**config.mk**
```make
export PLATFORM = sky130hd
export DESIGN_NAME = z80fi_r_tracker
export DESIGN_NICKNAME = d
export VERILOG_FILES = /design/src/rtl/z80fi_ld_a_ir_checker_pkg.sv /design/src/rtl/z80fi_r_tracker.sv
export SDC_FILE = /design/constraint.sdc
export NUM_CORES = 1
export LEC_CHECK = 0
export BUFFER_PORTS_ARGS = -buffer_cell sky130_fd_sc_hd__buf_2
export CORE_AREA = 2 2 39 41
export DETAILED_ROUTE_END_ITERATION = 10
export DIE_AREA = 0 0 41 43
export PLACE_DENSITY_LB_ADDON = 0.12
export SYNTH_ARGS = -nofsm -noshare
export SYNTH_HDL_FRONTEND = slang
export SYNTH_SLANG_ARGS = --single-unit
```
**constraint.sdc**
```tcl
create_clock -name clk -period 1.3 [get_ports clk]
set_clock_uncertainty 0.1 [all_clocks]
set_input_delay 0.065 -clock clk [delete_from_list [all_inputs] [get_ports clk]]
set_output_delay 0.065 -clock clk [all_outputs]
set_load 0.02 [all_outputs]
```
**src/rtl/z80fi_ld_a_ir_checker_pkg.sv**
```systemverilog
`default_nettype none
// ============================================================================
// Module      : z80fi_ld_a_ir_checker_pkg
// Description : Shared constants and types for the LD A,I / LD A,R checker.
// Revision    : 1.0 - initial release
// ============================================================================
package z80fi_ld_a_ir_checker_pkg;

    localparam int unsigned c_FLAG_C  = 0;
    localparam int unsigned c_FLAG_N  = 1;
    localparam int unsigned c_FLAG_PV = 2;
    localparam int unsigned c_FLAG_3  = 3;
    localparam int unsigned c_FLAG_H  = 4;
    localparam int unsigned c_FLAG_5  = 5;
    localparam int unsigned c_FLAG_Z  = 6;
    localparam int unsigned c_FLAG_S  = 7;

    // Flags carried through unchanged from F_in: bits 5, 3 and C.
    localparam logic [7:0]  c_F_COPY_MASK = 8'h29;

    localparam logic [15:0] c_OP_LD_A_I   = 16'h57ED;
    localparam logic [15:0] c_OP_LD_A_R   = 16'h5FED;
    localparam logic [2:0]  c_LD_A_IR_LEN = 3'd2;

    typedef enum logic [2:0] {
        ERR_BIT_A      = 3'd0,
        ERR_BIT_F      = 3'd1,
        ERR_BIT_PV     = 3'd2,
        ERR_BIT_IP     = 3'd3,
        ERR_BIT_R_RES  = 3'd4,
        ERR_BIT_R_CONT = 3'd5
    } chk_err_bit_e;

    typedef enum logic [0:0] {
        ST_IDLE = 1'b0,
        ST_PEND = 1'b1
    } chk_state_e;

    // R after an ED-prefixed instruction: bit 7 held, low 7 bits advance by 2.
    function automatic logic [7:0] r_after_ed(input logic [7:0] r);
        return {r[7], r[6:0] + 7'd2};
    endfunction

endpackage
`default_nettype wire

```
**src/rtl/z80fi_r_tracker.sv**
```systemverilog
`default_nettype none
// ============================================================================
// Module      : z80fi_r_tracker
// Description : Shadows R across retirements and flags any R_in discontinuity.
// Revision    : 1.0 - initial release
// ============================================================================
module z80fi_r_tracker
    import z80fi_ld_a_ir_checker_pkg::*;
(
    input  logic       clk,
    input  logic       reset,
    input  logic       i_valid,
    input  logic [7:0] i_r_in,
    input  logic [7:0] i_r_out,
    output logic       o_cont_err
);

    logic [7:0] r_shadow;
    logic       r_shadow_valid;

    always_ff @(posedge clk or posedge reset) begin
        if (reset) begin
            r_shadow       <= 8'h00;
            r_shadow_valid <= 1'b0;
        end else if (i_valid) begin
            r_shadow       <= i_r_out;
            r_shadow_valid <= 1'b1;
        end
    end

    assign o_cont_err = i_valid && r_shadow_valid && (i_r_in != r_shadow);

endmodule
`default_nettype wire

```
==> results of run 1 <==
==> logic make-up after synthesis <==
group | Yosys count | share of synthesized area (%)
flip-flops | 9 | 53.41
XOR/XNOR | 8 | 16.62
multiplexers | 8 | 21.37
AND/OR/NAND/NOR | 4 | 5.341
buffers and inverters | 2 | 2.075
AO/OA/AOI/OAI | 1 | 1.186
==> metrics by stage <==
stage	setup slack, ps	area, µm²
after floorplan	178.7	421.7
after global placement	53.64	531.8
after detailed placement	48.57	531.8
after CTS	-244.0	648.1
after global routing	-341.5	650.6
final	-223.4	650.6
==> layer usage <==
metal  share of wire (%)  wire (µm)
met5                   0          0
met4                 2.3         19
met3                  10         86
met2                  45        371
met1                  43        355
==> path summary, 6_finish.rpt <==
check                                              to                       start  cells after the start  slack (ps)
hold reg to reg            r_shadow_valid$_DFFE_PP0P_  r_shadow_valid$_DFFE_PP0P_                      1         360
setup reg to reg              r_shadow[1]$_DFFE_PP0P_     r_shadow[1]$_DFFE_PP0P_                      1         440
setup / recovery                           o_cont_err     r_shadow[0]$_DFFE_PP0P_                      4        -220
max in group asynchronous     r_shadow[5]$_DFFE_PP0P_                       reset                      3         650
hold / removal             r_shadow_valid$_DFFE_PP0P_                     i_valid                      2          90
min in group asynchronous     r_shadow[6]$_DFFE_PP0P_                       reset                      3         200
==> layout by cell type, fill, tap and decap left out <==
cell	netlist	routed
buf_2	1	18
dfrtp_1	9	9
nor4_1	2	2
dlygate4sd3_1	0	9
nand2_1	1	1
mux2_2	8	8
inv_1	1	1
clkbuf_1	0	1
buf_4	0	1
a21oi_1	1	1
or2_2	1	1
xor2_1	8	8
clkbuf_4	0	3
==> state kept, by name (all words and copies together), names as in the netlist <==
name / flops
r_shadow: 8
r_shadow_valid: 1
==> critical path, cell delays in order (launching register included) <==
cell,delay [ps]
dfrtp_1,380
xor2_1,140
nor4_1,300
a21oi_1,110
buf_4,170
==> final cells by class <==
class	count	share of cell area, %
Sequential cell	9	34.62
Tap cell	16	3.077
Multi-Input combinational cell	21	28.85
Inverter	1	0.5769
Timing Repair Buffer	28	28.85
Clock buffer	4	4.038
==> power by group through the flow <==
| stage | Combinational [mW] | Clock [mW] | Sequential [mW] |
|---|---|---|---|
| 6_report | 0.120 | 0.215 | 0.321 |
| 2_1_floorplan | 0.0642 | 0 | 0.323 |
| 3_5_place_dp | 0.102 | 0 | 0.327 |
| 3_3_place_gp | 0.0991 | 0 | 0.325 |
| 4_1_cts | 0.123 | 0.223 | 0.322 |
| 5_1_grt | 0.136 | 0.243 | 0.326 |
==> repair_timing <==
item / in CTS / in global routing
pin swaps: 0 / 7
gates resized for setup: 0 / 1
buffers inserted: 0 / 0
hold buffers: 9 / 0
endpoints found under the setup margin: 1 / 1
endpoints found under the hold margin: 17 / 0
==> results.json, run 1 <==
{
  "status": "finished with violations",
  "violations": "setup timing",
  "regArea_um2": 225.2,
  "multiInputGateArea_um2": 187.7,
  "cts_tree": "done",
  "path_class": "reg2out",
  "slew_violations": 0,
  "synthArstFlopShare_pct": 100.0,
  "maxCapViolations": 0,
  "die_h_um": 43,
  "start_util_pct": 30.47,
  "yosys-top-cells-area": "dfrtp_1 53%, mux2_2 21%, xor2_1 17%",
  "routedWlPerCell_um": 10.53,
  "end_kind": "primary output",
  "clk_path_buf_depth": 2,
  "vdd_drop_max_mv": 0.6124,
  "area_growth_pct": 54.30,
  "netlist_instances": 32,
  "io_pins": 20,
  "root_buffer": "clkbuf_4",
  "ys.warnings.count": 0,
  "cts-buffers-inserted": 3,
  "slew_headroom_pct": 77.41,
  "die_w_um": 41,
  "p_int_mw": 0.5013,
  "syn_area_um2": 421.7,
  "setup_viol": 1,
  "htree_levels": 1,
  "ys_seq_area_share_pct": 53.41,
  "critPathRequiredTime_ps": 1130,
  "drive_gt1_share_pct": 49.21,
  "p_comb_share_pct": 18.3,
  "clkPwrFrac_pct": 32.7,
  "ant_nets": 0,
  "vias": 344,
  "drc": 0,
  "p_sw_share_pct": 23.62,
  "grt_max_degree": 11,
  "wirelength_um": 832,
  "dieArea_um2": 1763,
  "fmax_ghz": 0.6564,
  "grt_util_met1_pct": 12.88,
  "grt_use_met2_pct": 21.25,
  "yosys.area.top_type": "dfrtp_1",
  "whs_ps": 91.07,
  "synth_top_flop_cell": "dfrtp_1",
  "ys_ff_latch": 9,
  "port_buffers": 19,
  "first_iter_violations": 0,
  "leakage_nw": 0.3096,
  "utilization_pct": 47.02,
  "synth_area_per_cell_um2": 13.18,
  "grt-ovfl-total": 0,
  "crit_fanout": 2,
  "syn_nets": 51,
  "antenna-diode-count": 0,
  "grt_pass1_vias": 398,
  "synth_most_common_cell": "dfrtp_1",
  "pwr_density_cell_nw_per_um2": 1009,
  "rsz0062_at_grt": "true",
  "grtUsageTotal_pct": 13.47,
  "hold_violations": 0,
  "fill_cells": 135,
  "dp.cells": 66,
  "hold_path_class": "in2reg",
  "core_area_um2": 1384,
  "p_switching_mw": 0.1550,
  "cts_sinks": 9,
  "timing.setup.tns_ps": -223.4,
  "crit_arrival_ps": 1360,
  "antenna_found_initial": 0,
  "pwr-share-seq_pct": 49.0,
  "synth_edf_count": 0,
  "synth_cell_types": 9,
  "tightestPinTransition_ps": 338.4,
  "path_clk_slew_ps": 60,
  "clk-insertion-delay-late_ps": 260,
  "yosys-top-cells-count": "9 x dfrtp_1, 8 x mux2_2, 8 x xor2_1",
  "fin_ws_ps": -223.4,
  "instances_no_fill": 79,
  "synth_top_area_share_pct": 53.41,
  "critPathLaunchType": "flip-flop",
  "first_pass_iters": 1,
  "via_per_inst": 4.354,
  "rows": 14,
  "busiest_layer": "met2",
  "min_period_over_period_pct": 117.2,
  "fin_nets": 83,
  "gp_congestion": 0.7001,
  "grt_pass1_wl_mm": 1.524,
  "use_met3_pct": 4.188,
  "timing.final.crit_period_ps": 1523,
  "power_mw": 0.6563
}
Power figures use the tool's default switching activity.
==> run 2: changes to the inputs <==
- CTS_BUF_LIST: unset -> sky130_fd_sc_hd__clkbuf_16
==> results.json, run 2 (synthesis results as in run 1) <==
{
  "setup_viol": 1,
  "min_period_over_period_pct": 114.3,
  "area_growth_pct": 66.77,
  "grt_pass1_wl_mm": 1.552,
  "leakage_nw": 0.3369,
  "tightestPinTransition_ps": 337.2,
  "rows": 14,
  "core_area_um2": 1384,
  "io_pins": 20,
  "status": "finished with violations",
  "dieArea_um2": 1763,
  "drive_gt1_share_pct": 49.21,
  "reg_top3": "r_shadow x8, r_shadow_valid x1",
  "rsz0062_at_grt": "true",
  "path_class": "reg2out",
  "start_util_pct": 30.47,
  "cts_sinks": 9,
  "power_mw": 0.9714,
  "pwr_density_cell_nw_per_um2": 1381,
  "die_w_um": 41,
  "ant_nets": 0,
  "cts-buffers-inserted": 3,
  "dp.cells": 66,
  "end_kind": "primary output",
  "first_pass_iters": 4,
  "hold_violations": 0,
  "fmax_ghz": 0.6730,
  "port_buffers": 19,
  "fill_cells": 125,
  "vdd_drop_max_mv": 0.9838,
  "maxCapViolations": 0,
  "violations": "setup timing",
  "whs_ps": 120.9,
  "grt_pass1_vias": 399,
  "instances_no_fill": 79,
  "slew_violations": 0,
  "layout_common_cells": "18 x buf_2, 9 x dlygate4sd3_1, 9 x dfrtp_1",
  "regMostFlops": "r_shadow",
  "clk-insertion-delay-late_ps": 230,
  "grt_max_degree": 11,
  "crit_fanout": 2,
  "gp_congestion": 0.7001,
  "routedWlPerCell_um": 10.75,
  "antenna-diode-count": 0,
  "grtUsageTotal_pct": 13.67,
  "critPathRequiredTime_ps": 1130,
  "critPathLaunchType": "flip-flop",
  "vias": 341,
  "hold_path_class": "in2reg",
  "wirelength_um": 849,
  "slew_headroom_pct": 77.49,
  "regArea_um2": 225.2,
  "fin_nets": 83,
  "timing.final.crit_period_ps": 1486,
  "cts_tree": "done",
  "largest_reg_flops": 8,
  "multiInputGateArea_um2": 187.7,
  "die_h_um": 43,
  "fin_ws_ps": -186.0,
  "path_clk_slew_ps": 40,
  "clk_path_buf_depth": 2,
  "root_buffer": "clkbuf_16",
  "htree_levels": 1,
  "final_common_cell": "buf_2",
  "antenna_found_initial": 0,
  "drc": 0,
  "grt-ovfl-total": 0,
  "via_per_inst": 4.316,
  "crit_arrival_ps": 1320,
  "first_iter_violations": 1
}
==> run 2: stage by stage <==
| step | util (%) | TNS (ps) | instance area (µm²) | worst slack, ps |
|---|---|---|---|---|
| floorplan | - | 0 | 421.7 | 178.7 |
| global placement | 38.43 | 0 | 531.8 | 53.64 |
| detailed placement | 38.43 | 0 | 531.8 | 48.57 |
| CTS | 50.81 | -195.8 | 703.2 | -195.8 |
| global route | 50.81 | -295.6 | 703.2 | -295.6 |
| finish | 50.81 | -186.0 | 703.2 | -186.0 |
==> run 2: worst max-delay path: stages, from the launching register on <==
cell	delay, ps
dfrtp_1	370
xor2_1	140
nor4_1	300
a21oi_1	110
buf_4	170
==> run 2: final timing paths <==
kind,start,to,slack [ps],cells past startpoint
max,r_shadow[0]$_DFFE_PP0P_,o_cont_err,-190,4
min,i_valid,r_shadow_valid$_DFFE_PP0P_,120,2
max reg2reg,r_shadow[1]$_DFFE_PP0P_,r_shadow[1]$_DFFE_PP0P_,440,1
min reg2reg,r_shadow_valid$_DFFE_PP0P_,r_shadow_valid$_DFFE_PP0P_,360,1
max in group asynchronous,reset,r_shadow[7]$_DFFE_PP0P_,620,3
min in group asynchronous,reset,r_shadow[1]$_DFFE_PP0P_,230,3
==> run 2: area by class of cell <==
| cell class | count | area share, % |
|---|---|---|
| clock buffer | 3 | 10.68 |
| clock inverter | 1 | 0.5338 |
| inverter | 1 | 0.5338 |
| multi-input combinational | 21 | 26.69 |
| sequential | 9 | 32.03 |
| tap | 16 | 2.847 |
| timing repair buffer | 28 | 26.69 |
==> run 2: repair_timing <==
action                                  4_1_cts  5_1_grt
endpoints found under the hold margin        17        0
hold buffers                                  9        0
pin swaps                                     4        1
endpoints found under the setup margin        1        1
gates resized for setup                       1        0
buffers inserted                              0        0
==> run 2: power breakdown <==
group / switching [mW] / internal [mW]
clock network: 0.127 / 0.401
registers: 0.0156 / 0.307
logic: 0.0430 / 0.0778
==> run 2: layer usage <==
layer  share of wire, %  routed length, µm  vias to the layer above  global-route usage [%]
li1                   -                  -                      170                       -
met2                 46                389                       16                   21.25
met1                 42                355                      153                   13.56
met4                1.8                 15                        0                   12.00
met5                  0                  0                        -                       0
met3                 10                 88                        2                   4.188
